==> src/rtl/pipe_hazard_ctrl_pkg.sv <==
// Shared types and constants for the pipeline sequencing controller.
package pipe_hazard_ctrl_pkg;

  localparam int unsigned REG_ADDR_W  = 5;
  localparam int unsigned FLUSH_CNT_W = 2;

  typedef enum logic [1:0] {
    S_RUN   = 2'd0,
    S_FLUSH = 2'd1,
    S_MWAIT = 2'd2
  } state_e;

  typedef struct packed {
    logic pc_en;
    logic if_id_lock;
    logic if_id_flush;
    logic id_ex_bubble;
    logic id_ex_en;
  } ctrl_t;

  // Canonical control words, one per pipeline action.
  localparam ctrl_t CTRL_RESET  = '{pc_en: 1'b0, if_id_lock: 1'b0, if_id_flush: 1'b1,
                                    id_ex_bubble: 1'b1, id_ex_en: 1'b1};
  localparam ctrl_t CTRL_NORMAL = '{pc_en: 1'b1, if_id_lock: 1'b1, if_id_flush: 1'b0,
                                    id_ex_bubble: 1'b0, id_ex_en: 1'b1};
  localparam ctrl_t CTRL_FREEZE = '{pc_en: 1'b0, if_id_lock: 1'b0, if_id_flush: 1'b0,
                                    id_ex_bubble: 1'b0, id_ex_en: 1'b0};
  localparam ctrl_t CTRL_FLUSH  = '{pc_en: 1'b1, if_id_lock: 1'b1, if_id_flush: 1'b1,
                                    id_ex_bubble: 1'b1, id_ex_en: 1'b1};
  localparam ctrl_t CTRL_STALL  = '{pc_en: 1'b0, if_id_lock: 1'b0, if_id_flush: 1'b0,
                                    id_ex_bubble: 1'b1, id_ex_en: 1'b1};

endpackage

==> src/rtl/pipe_hazard_ctrl_hazard_cmp.sv <==
// Load-use hazard detect: EX load whose rd feeds a source register of the ID instruction.
module hazard_cmp
  import pipe_hazard_ctrl_pkg::*;
(
  input  logic [REG_ADDR_W-1:0] id_rs1,
  input  logic [REG_ADDR_W-1:0] id_rs2,
  input  logic                  id_use_rs1,
  input  logic                  id_use_rs2,
  input  logic [REG_ADDR_W-1:0] ex_rd,
  input  logic                  ex_mem_read,
  output logic                  load_use_c
);

  logic rs1_hit;
  logic rs2_hit;

  always_comb begin
    rs1_hit    = id_use_rs1 && (ex_rd == id_rs1);
    rs2_hit    = id_use_rs2 && (ex_rd == id_rs2);
    // x0 is never written, so a load targeting it creates no dependency.
    load_use_c = ex_mem_read && (ex_rd != '0) && (rs1_hit || rs2_hit);
  end

endmodule

==> src/rtl/pipe_hazard_ctrl.sv <==
// Pipeline sequencing controller: PC / IF/ID / ID/EX enables, flushes and bubbles,
// plus a count of cycles in which the PC did not advance.
module pipe_hazard_ctrl
  import pipe_hazard_ctrl_pkg::*;
#(
  parameter int unsigned BR_PENALTY = 1,
  parameter int unsigned CNT_W      = 32
) (
  input  logic                  clk,
  input  logic                  reset,
  input  logic [REG_ADDR_W-1:0] idRs1,
  input  logic [REG_ADDR_W-1:0] idRs2,
  input  logic                  idUseRs1,
  input  logic                  idUseRs2,
  input  logic [REG_ADDR_W-1:0] exRd,
  input  logic                  exMemRead,
  input  logic                  branchTaken,
  input  logic                  memBusy,
  output logic                  pcEn,
  output logic                  ifIdLock,
  output logic                  ifIdFlush,
  output logic                  idExBubble,
  output logic                  idExEn,
  output logic [CNT_W-1:0]      stallCnt
);

  localparam logic [FLUSH_CNT_W-1:0] FLUSH_INIT =
    FLUSH_CNT_W'((BR_PENALTY > 0) ? (BR_PENALTY - 1) : 0);

  state_e                 state;
  state_e                 state_nxt;
  state_e                 ret_state;
  state_e                 ret_nxt;
  state_e                 eff_state;
  logic [FLUSH_CNT_W-1:0] flush_cnt;
  logic [FLUSH_CNT_W-1:0] flush_nxt;
  logic [CNT_W-1:0]       stall_cnt;
  logic                   load_use;
  ctrl_t                  ctrl;

  hazard_cmp u_hazard_cmp (
    .id_rs1      (idRs1),
    .id_rs2      (idRs2),
    .id_use_rs1  (idUseRs1),
    .id_use_rs2  (idUseRs2),
    .ex_rd       (exRd),
    .ex_mem_read (exMemRead),
    .load_use_c  (load_use)
  );

  // State, saved return state and flush/stall counters.
  always_ff @(posedge clk or negedge reset) begin
    if (!reset) begin
      state     <= S_RUN;
      ret_state <= S_RUN;
      flush_cnt <= '0;
      stall_cnt <= '0;
    end else begin
      state     <= state_nxt;
      ret_state <= ret_nxt;
      flush_cnt <= flush_nxt;
      if (!ctrl.pc_en) begin
        stall_cnt <= stall_cnt + CNT_W'(1);
      end
    end
  end

  // Next state and zero-latency control word; priority memBusy > branch > flush > load-use.
  always_comb begin
    state_nxt = state;
    ret_nxt   = ret_state;
    flush_nxt = flush_cnt;
    ctrl      = CTRL_NORMAL;
    // While frozen in MWAIT the rules of the interrupted state apply once memory is ready.
    eff_state = (state == S_MWAIT) ? ret_state : state;

    if (memBusy) begin
      ctrl = CTRL_FREEZE;
      if (eff_state == S_RUN) begin
        state_nxt = S_MWAIT;
        ret_nxt   = eff_state;
      end
    end else begin
      state_nxt = eff_state;
      if (branchTaken) begin
        ctrl = CTRL_FLUSH;
        if (BR_PENALTY > 0) begin
          state_nxt = S_FLUSH;
          flush_nxt = FLUSH_INIT;
        end else begin
          state_nxt = S_RUN;
        end
      end else if (eff_state == S_FLUSH) begin
        ctrl = CTRL_FLUSH;
        if (flush_cnt == '0) begin
          state_nxt = S_RUN;
        end else begin
          flush_nxt = flush_cnt - FLUSH_CNT_W'(1);
        end
      end else if (load_use) begin
        ctrl = CTRL_STALL;
      end
    end

    if (!reset) begin
      ctrl = CTRL_RESET;
    end
  end

  always_comb begin
    pcEn       = ctrl.pc_en;
    ifIdLock   = ctrl.if_id_lock;
    ifIdFlush  = ctrl.if_id_flush;
    idExBubble = ctrl.id_ex_bubble;
    idExEn     = ctrl.id_ex_en;
    stallCnt   = stall_cnt;
  end

endmodule
==> config.mk <==
export PLATFORM = sky130hd
export DESIGN_NAME = pipe_hazard_ctrl
export DESIGN_NICKNAME = d
export VERILOG_FILES = /design/src/rtl/pipe_hazard_ctrl_pkg.sv /design/src/rtl/pipe_hazard_ctrl_hazard_cmp.sv /design/src/rtl/pipe_hazard_ctrl.sv
export SDC_FILE = /design/constraint.sdc
export NUM_CORES = 1
export LEC_CHECK = 0
export CAP_MARGIN = 15
export CORE_MARGIN = 2
export CORE_UTILIZATION = 32
export CTS_CLUSTER_DIAMETER = 150
export DETAILED_ROUTE_END_ITERATION = 8
export HOLD_SLACK_MARGIN = 0.08
export PLACE_DENSITY_LB_ADDON = 0.1
export SLEW_MARGIN = 5
export SYNTH_ARGS = -nofsm -noshare
export SYNTH_HDL_FRONTEND = slang
export SYNTH_SLANG_ARGS = --single-unit
==> constraint.sdc <==
create_clock -name clk -period 1.8 [get_ports clk]
set_input_delay 0.18 -clock clk [delete_from_list [all_inputs] [get_ports clk]]
set_output_delay 0.18 -clock clk [all_outputs]
set_load 0.01 [all_outputs]
# Yosys cells after proc, flatten, opt, wreduce, memory -nomap -nowiden
# Cells that the tools add are included.
[classes]
addsub = 2
n_eq_ne = 6
mux = 14
bitwise = 1
reduce_logical = 11
[ops]
columns = ["op", "n"]
rows = [
  ["$add A32 B1 Y32 const B", 1],
  ["$mux W5", 5],
  ["$mux W2", 9],
  ["$eq A5 B5 Y1", 2],
  ["$reduce_bool A5 Y1", 1],
  ["$logic_and A1 B1 Y1", 4],
  ["$logic_not A2 Y1", 2],
  ["$reduce_and A3 Y1", 1],
  ["$eq A2 B1 Y1 const B", 1],
  ["$eq A2 B2 Y1 const B", 1],
  ["$ne A2 B1 Y1 const B", 1],
  ["$ne A2 B2 Y1 const B", 1],
  ["$reduce_and A2 Y1", 1],
  ["$reduce_bool A2 Y1", 1],
  ["$sub A2 B1 Y2 const B", 1],
  ["$logic_or A1 B1 Y1", 1],
  ["$not A1 Y1", 1],
]
[word_totals]
register_bits = 38
inputBits = 22
out_inout_bits = 37
wordCells = 38

# Depth between registers and ports, before layout
# Gate-level depths: netlist of run 1.
[logic_depth]
ltp_word = 9
depth_mapped = 7
ltp_nobuf = 6

# Cells and area by module
# From an unflattened synthesis of run 1, not the netlist that was laid out.
[hier_totals]
cells_unflattened = 197
hier_area_um2 = 2050.7
[by_module_without_submodules]
columns = ["mod", "instances", "cells_each", "area_per_inst_um2", "seq_area_each_um2"]
rows = [
  ["pipe_hazard_ctrl", 1, 180, 1916.8, 950.9],
  ["hazard_cmp", 1, 17, 133.9, 0.0],
]

# Worst setup path before layout of run 1
# OpenSTA, ideal clock, no wires.
[synth_path]
kind = "register to register"
from = "register stall_cnt[4] (netlist: stallCnt[4])"
to = "register stall_cnt[31] (netlist: stallCnt[31])"
setup_time_ns = 0.079
arrival_time_ns = 1.709
required_time_ns = 1.721
slack_ns = 0.012
path_stages_with_launch = 7
synth_period_minus_slack_ns = 1.788
cell_sequence = "dfrtp_1 > nand4_2 > nor3_2 > and4_1 > nand3_1 > nor4b_4 > xor2_1"
[synth_between]
elab_chain_cells = 1
[synth_rtl]
columns = ["element", "line", "rtl"]
rows = [
  ["start: declaration", "pipe_hazard_ctrl.sv:37", "logic [CNT_W-1:0] stall_cnt;"],
  ["start signal: assignment", "pipe_hazard_ctrl.sv:63", "stall_cnt <= stall_cnt + CNT_W'(1);"],
  ["$add A32 B1 Y32", "pipe_hazard_ctrl.sv:63", ""],
]
# Every way passes these cells.
# A chain may end at the register's enable or synchronous reset.

# Worst setup path in the final report of run 1
[layout_path]
from = "input exRd[1]"
to = "register stall_cnt[1] (netlist: stallCnt[1])"
[layout_between]
elab_chain_cells = 9
[layout_rtl]
columns = ["element", "line", "rtl"]
rows = [
  ["start: declaration", "pipe_hazard_ctrl.sv:15", "input logic [REG_ADDR_W-1:0] exRd,"],
  ["$eq A5 B5 Y1 (on tied branches)", "pipe_hazard_ctrl_hazard_cmp.sv:18, pipe_hazard_ctrl_hazard_cmp.sv:19", ""],
  ["$logic_and A1 B1 Y1 (on tied branches)", "pipe_hazard_ctrl_hazard_cmp.sv:18, pipe_hazard_ctrl_hazard_cmp.sv:19", ""],
  ["$logic_or A1 B1 Y1", "pipe_hazard_ctrl_hazard_cmp.sv:21", "load_use_c = ex_mem_read && (ex_rd != '0) && (rs1_hit || rs2_hit);"],
  ["$logic_and A1 B1 Y1 *", "pipe_hazard_ctrl_hazard_cmp.sv:21", ""],
  ["$mux W5 *", "pipe_hazard_ctrl.sv:100", "end else if (load_use) begin"],
  ["$mux W5 *", "pipe_hazard_ctrl.sv:93", "end else if (eff_state == S_FLUSH) begin"],
  ["$mux W5 *", "pipe_hazard_ctrl.sv:85", "if (branchTaken) begin"],
  ["$mux W5 *", "pipe_hazard_ctrl.sv:77", "if (memBusy) begin"],
  ["$mux W5 *", "pipe_hazard_ctrl.sv:105", "if (!reset) begin"],
]
# Mark *: on every way between the ends. The rest lies on a longest branch, timed or not.

==> flow_metrics.py, run 1 <==
metrics = {
    "setup_path": {
        "crit_chain": "clkdlybuf4s15_1, buf_6, xor2_1, nor4_2, a32oi_1, buf_4, o21ba_4, buf_4, buf_16, mux2_4",
        "crit_arrival_ns": 2.06,
        "cp-end-kind": "flip-flop",
        "start_kind": "primary input",
        "crit_buf_inv": 5,
        "critPathMaxStageDelay_ns": 0.29,
        "required_ns": 1.98,
        "path_common_cell": "buf_4",
        "cp_max_fo": 4,
        "critPathSlowestCell": "mux2_4",
        "reg2reg_slack_ns": -0.08,
        "cpLargestDelayFamily": "buffers and inverters",
        "crit_type": "in2reg",
    },
    "cts": {
        "clock_path_buffers": 2,
        "tritoncts": "yes",
        "cts_max_level": 2,
        "cts_root_buf": "clkbuf_8",
        "cts_buffers": 5,
        "insertion_delay_ns": 0.29,
        "cts.clk_slew.worst_paths_ns": 0.07,
        "cts_sinks": 38,
    },
    "global_route": {
        "grt_pass1_vias": 1811,
        "grt_usage_pct": 16.2,
        "grt_overflow": 0,
        "grt_first_pass_wirelength_um": 8290,
        "grt_max_degree": 39,
        "antenna_found_initial": 0,
    },
    "power": {
        "finalPower_mw": 2.85,
        "cellPowerDensity_nw_per_um2": 891,
        "p_leak_nw": 1.35,
        "irDropWorstVdd_v": 0.000476,
    },
    "placed_design": {
        "dp_hpwl_um": 3470,
        "io_buffer_count": 58,
        "dp.cells": 340,
        "place_area_sq_um": 2810,
        "place.gp.congestion": 0.776,
    },
    "die": {
        "die_h_um": 82.5,
        "core_sq_um": 5960,
        "fp-row-count": 28,
        "dieArea_sq_um": 6810,
        "initial_utilization_pct": 33.1,
        "dieWidth_um": 82.5,
        "boundaryPins": 59,
    },
    "sta": {
        "finClkSkew_ns": 0.00425,
        "slew_viol_final": 0,
        "worst_slack_ns": -0.0830,
        "fmax_ghz": 0.531,
        "rsz0062_at_grt": "yes",
        "period_minus_slack_ns": 1.88,
        "timing.setup.tns_ns": -0.793,
        "timing.hold.ws_ns": 0.469,
        "slew_headroom_pct": 66.9,
        "tightest_slew_ns": 0.497,
        "post-route-period-util_pct": 105,
        "finalSetupViolCount": 25,
        "hold_viol_final": 0,
    },
    "logic_synthesis": {
        "synth_warnings": 0,
        "syn_area_sq_um": 1970,
        "synth.ff_latch_count": 38,
        "seq_area_frac_synth_pct": 48.2,
        "syn_avg_cell_area_sq_um": 10.6,
        "postSynthCellCount": 186,
        "synth.net_count": 210,
        "ys_types": 37,
    },
    "cells_and_area": {
        "final_nets": 309,
        "area_delta_synth_final_pct": 62.1,
        "regArea_sq_um": 951,
        "fin_area_sq_um": 3200,
        "multi_input_area_sq_um": 1140,
        "nFillCells": 584,
        "finalNonFillerCells": 361,
        "drive_gt1_share_pct": 30.1,
        "antenna_cells": 0,
    },
    "route": {
        "firstDrtPassIters": 4,
        "avgRoutedWirePerCell_um": 14.4,
        "drc": 0,
        "via_per_inst": 4.81,
        "drt_iter0_drc": 49,
        "routed-via-count": 1738,
        "ant_nets": 0,
        "wirelength_um": 5190,
    },
    "status": {
        "violations": "negative setup slack",
        "status": "complete, but fails checks",
    },
    "flow_run": {
        "maxCapViolations": 0,
    },
    "hold_path": {
        "hold_path.class": "reg2reg",
    },
}
[worst paths after layout]
check,start,to,depth (start not counted)
max,exRd[1],stallCnt[1]$_DFFE_PN0N_,10
min,stallCnt[31]$_DFFE_PN0N_,stallCnt[31]$_DFFE_PN0N_,1
max reg2reg,state[0]$_DFFE_PN0P_,stallCnt[1]$_DFFE_PN0N_,8
min reg2reg,stallCnt[31]$_DFFE_PN0N_,stallCnt[31]$_DFFE_PN0N_,1
max in group asynchronous,reset,stallCnt[6]$_DFFE_PN0N_,3
min in group asynchronous,reset,stallCnt[18]$_DFFE_PN0N_,3
[placed cells by master (no fill, tap or decap), types with 2 or more instances in the layout]
cell type,instances
buf_6,7
inv_1,3
nor2_1,7
and3_1,5
nand3_1,4
xor2_1,15
xnor2_1,25
nand2_1,16
dfrtp_1,38
nor4b_4,2
nand3_2,10
o21ai_0,4
clkbuf_8,6
buf_2,4
nand4_1,9
dlygate4sd2_1,7
nor3_1,3
ha_1,2
nand3_4,2
and4_1,2
a21oi_1,2
clkdlybuf4s50_1,41
nor2b_1,4
buf_4,32
nor2_2,2
clkdlybuf4s15_1,2
o21ai_4,3
[final cells by class]
cell class / instances / area share (%)
clock buffers: 7 / 2.70
clock inverters: 1 / 0.156
inverters: 3 / 0.352
multi-input cells: 139 / 35.8
flip-flops and latches: 38 / 29.7
well taps: 75 / 2.93
repair buffers: 98 / 28.4
[metrics by stage]
stage	setup slack, ns	utilization [%]
final	-0.0830	53.7
after global routing	-0.186	53.7
after CTS	-0.0790	52.5
after detailed placement	-0.623	47.1
after global placement	-0.625	47.1
after floorplan	0.0120	-
[cells by family (layout without fill, tap and decap cells)]
kind of cell | count (synthesis) | count (layout) | share of synthesized area (%)
XOR/XNOR | 41 | 41 | 18.2
AND/OR/NAND/NOR | 81 | 81 | 24.5
AO/OA/AOI/OAI | 14 | 14 | 4.82
buffers and inverters | 9 | 109 | 2.47
flip-flops | 38 | 38 | 48.2
adder cells (fa/ha/maj) | 2 | 2 | 1.27
multiplexers | 1 | 1 | 0.571
[cell usage after synthesis (all sizes together)]
cell    instances  area (sq um)
nor3b           1          7.51
nand4          10          68.8
and3            5          31.3
xor2           15           131
o22a            1          8.76
or4             1          7.51
nor2b           5          31.3
a21oi           2          10.0
and4            2          17.5
nand2          17          63.8
nor2           10          37.5
and2            2          12.5
nor4b           2          47.6
nand3          16          80.1
o21ai           7          35.0
dfrtp          38           951
o21a            1          7.51
nor3            4          25.0
nor4            3          33.8
inv             3          11.3
a311oi          1          15.0
a32oi           1          8.76
ha              2          25.0
o21ba           1          10.0
buf             5          33.8
or2             1          6.26
mux2            1          11.3
clkbuf          1          3.75
nand2b          2          12.5
xnor2          26           228
[worst register-to-register path, cell delays in order, from the launching register on]
cell      delay [ns]
dfrtp_1         0.42
nor2b_4         0.14
a311oi_2        0.22
buf_4           0.17
nand2_2         0.04
o21ba_4         0.21
buf_4           0.15
buf_16          0.13
mux2_4          0.29
[metal layers]
layer	vias to the layer above	track usage (%)	share of wire [%]
li1	836	-	-
met1	840	19.2	44
met2	51	27.7	48
met3	11	4.13	6.2
met4	0	6.72	2.1
met5	-	0	0
[repair_timing]
| item | in CTS | in global routing |
|---|---|---|
| hold buffers | 1 | 0 |
| pin swaps | 17 | 13 |
| gates resized for setup | 76 | 9 |
| buffers inserted | 5 | 4 |
| gates cloned | 3 | 0 |
| endpoints found under the hold margin | 38 | 0 |
| endpoints found under the setup margin | 35 | 36 |
[state kept, by name, indices dropped and copies added (netlist names)]
name       count
stallCnt      32
flush_cnt      2
ret_state      2
state          2
[report_power, final]
group | switching (mW) | total, mW | internal, mW
clock network | 0.299 | 0.609 | 0.309
logic | 0.498 | 1.11 | 0.614
registers | 0.146 | 1.13 | 0.982
total | 0.943 | 2.85 | 1.91
No activity file was read; power rests on OpenSTA's default activity.
==> run 2: changes to the inputs <==
--- a/config.mk
+++ b/config.mk
@@ -9,10 +9,11 @@
 export CORE_MARGIN = 2
 export CORE_UTILIZATION = 32
 export CTS_CLUSTER_DIAMETER = 150
+export CTS_CLUSTER_SIZE = 14
 export DETAILED_ROUTE_END_ITERATION = 8
 export HOLD_SLACK_MARGIN = 0.08
 export PLACE_DENSITY_LB_ADDON = 0.1
-export SLEW_MARGIN = 5
+export SLEW_MARGIN = 15
 export SYNTH_ARGS = -nofsm -noshare
 export SYNTH_HDL_FRONTEND = slang
 export SYNTH_SLANG_ARGS = --single-unit
==> results of run 2 <==
No change in the layout: final DEF, timing and power equal those of run 1.
==> run 3: changes to the inputs <==
==> constraint.sdc (replaced) <==
create_clock -name clk -period 1.7 [get_ports clk]
set_input_delay 0.17 -clock clk [delete_from_list [all_inputs] [get_ports clk]]
set_output_delay 0.17 -clock clk [all_outputs]
set_load 0.01 [all_outputs]
==> run 3 against run 2 <==
Against the previous run:
- the run still ends with negative setup slack left
- clock power is 32% higher
- hold slack lost 0.0044 ns
- critical path depth fell by 2
- power is 12% higher
- global-route usage shrank 0.48 points
- critical path type is now reg2reg
- critical endpoint unchanged
- largest power group is now combinational cells
==> flow_metrics.py, run 3 (same netlist as run 1, synthesis figures left out) <==
metrics = {
    "sta": {
        "rsz0062_at_grt": "yes",
        "hold_viol_final": 0,
        "finClkSkew_ns": 0.0119,
        "period_minus_slack_ns": 1.87,
        "slew_viol_final": 0,
        "fmax_ghz": 0.535,
        "timing.setup.tns_ns": -3.27,
        "worst_slack_ns": -0.170,
        "post-route-period-util_pct": 110,
        "finalSetupViolCount": 36,
        "tightest_slew_ns": 0.503,
        "slew_headroom_pct": 66.5,
    },
    "cts": {
        "cts_sinks": 38,
        "clock_path_buffers": 2,
        "cts_root_buf": "clkbuf_8",
        "tritoncts": "yes",
        "cts_max_level": 2,
        "insertion_delay_ns": 0.29,
        "cts.clk_slew.worst_paths_ns": 0.08,
        "cts_buffers": 5,
    },
    "setup_path": {
        "required_ns": 1.87,
        "rr_worst_depth": 8,
        "cp.depth": 8,
        "start_kind": "flip-flop",
        "cp-end-kind": "flip-flop",
        "crit_buf_inv": 3,
        "critPathMaxStageDelay_ns": 0.40,
        "crit_chain": "nor2b_4, a311oi_4, buf_4, nand2_2, o21ba_4, buf_4, buf_16, mux2_2",
        "path_common_cell": "buf_4",
        "crit_arrival_ns": 2.04,
        "critPathSlowestCell": "dfrtp_1",
        "cp_max_fo": 4,
        "cpLargestDelayFamily": "compound AO/OA/AOI/OAI gates",
        "crit_type": "reg2reg",
    },
    "global_route": {
        "antenna_found_initial": 0,
        "grt_overflow": 0,
        "grt_first_pass_wirelength_um": 8150,
        "grt_max_degree": 39,
        "grt_pass1_vias": 1719,
        "grt_usage_pct": 15.7,
    },
    "die": {
        "core_sq_um": 5960,
        "initial_utilization_pct": 33.1,
        "die_h_um": 82.5,
        "dieArea_sq_um": 6810,
        "fp-row-count": 28,
        "boundaryPins": 59,
        "dieWidth_um": 82.5,
    },
    "cells_and_area": {
        "nFillCells": 555,
        "final_nets": 317,
        "antenna_cells": 0,
        "mostFrequentLayoutCells": "clkdlybuf4s50_1 (39), buf_4 (39), dfrtp_1 (37)",
        "largest_reg_flops": 32,
        "drive_gt1_share_pct": 32.7,
        "multi_input_area_sq_um": 1160,
        "area_delta_synth_final_pct": 68.2,
        "regArea_sq_um": 952,
    },
    "route": {
        "drt_iter0_drc": 43,
        "wirelength_um": 5040,
        "drc": 0,
        "firstDrtPassIters": 4,
        "avgRoutedWirePerCell_um": 13.7,
        "via_per_inst": 4.67,
        "routed-via-count": 1725,
        "ant_nets": 0,
    },
    "power": {
        "irDropWorstVdd_v": 0.000453,
        "p_leak_nw": 1.49,
        "cellPowerDensity_nw_per_um2": 965,
    },
    "placed_design": {
        "place.gp.congestion": 0.742,
        "dp_hpwl_um": 3550,
        "pre_cts_slack_ns": -0.742,
        "io_buffer_count": 58,
    },
    "flow_run": {
        "maxCapViolations": 0,
    },
    "hold_path": {
        "hold_path.class": "reg2reg",
        "worstHoldPathCells": 1,
    },
    "status": {
        "violations": "negative setup slack",
        "status": "complete, but fails checks",
    },
}
==> run 3: cell types whose count changed in the layout (fill, tap and decap cells not counted), sizes merged <==
cell / change
buf: +8
clkdlybuf4s50: -2
dlymetal6s2s: +8
clkdlybuf4s15: -3
clkbuf: +3
clkinv: -1
dlygate4sd2: -6
bufinv: +1
==> run 3: final timing paths <==
check	start	to	slack [ns]
hold / removal	stallCnt[31]$_DFFE_PN0N_	stallCnt[31]$_DFFE_PN0N_	0.46
min in group asynchronous	reset	stallCnt[10]$_DFFE_PN0N_	0.57
setup / recovery	state[0]$_DFFE_PN0P_	stallCnt[1]$_DFFE_PN0N_	-0.17
hold reg to reg	stallCnt[31]$_DFFE_PN0N_	stallCnt[31]$_DFFE_PN0N_	0.46
max in group asynchronous	reset	stallCnt[4]$_DFFE_PN0N_	0.77
setup reg to reg	state[0]$_DFFE_PN0P_	stallCnt[1]$_DFFE_PN0N_	-0.17
==> run 3: metal layers <==
layer / GRT usage, % / wire (um)
met3: 3.70 / 275
met1: 21.6 / 2320
met4: 3.44 / 38
met2: 25.1 / 2400
met5: 0 / 0
==> run 3: metrics by stage <==
| stage | hold slack, ns | power [mW] | area [sq um] | cells | util (%) |
|---|---|---|---|---|---|
| after floorplan | -0.126 | 1.67 | 2000 | 186 | - |
| after global placement | 0.371 | 2.26 | 2910 | 350 | 48.8 |
| after detailed placement | 0.371 | 2.26 | 2910 | 350 | 48.8 |
| after CTS | 0.469 | 3.21 | 3220 | 366 | 54.1 |
| after global routing | 0.501 | 3.41 | 3320 | 369 | 55.7 |
| final | 0.465 | 3.20 | 3320 | 369 | 55.7 |
==> run 3: power breakdown <==
group	leakage [nW]	internal [mW]	switching, mW
clock network	0.0585	0.479	0.323
registers	0.499	1.04	0.109
logic	0.929	0.673	0.575
total	1.49	2.19	1.01
==> run 3: final cells by class <==
cell class,count,share of cell area (%)
sequential,38,28.7
timing repair buffer,106,29.6
tap,75,2.83
clock inverter,1,0.905
clock buffer,7,2.60
multi-input combinational,139,35.0
inverter,3,0.339
==> run 3: worst register-to-register path: cells and delay by family (launching register included) <==
family	cells	cell delay, ns
flops	1	0.40
simple gates	2	0.18
mux	1	0.26
compound gates	2	0.45
buf+inv	3	0.45
==> run 3: repair_timing <==
item	4_1_cts	5_1_grt
hold endpoints to repair	38	0
buffers inserted	5	3
endpoints found under the setup margin	36	36
pin swaps	22	20
gates resized for setup	55	30
hold buffers	1	0
cloned	2	0
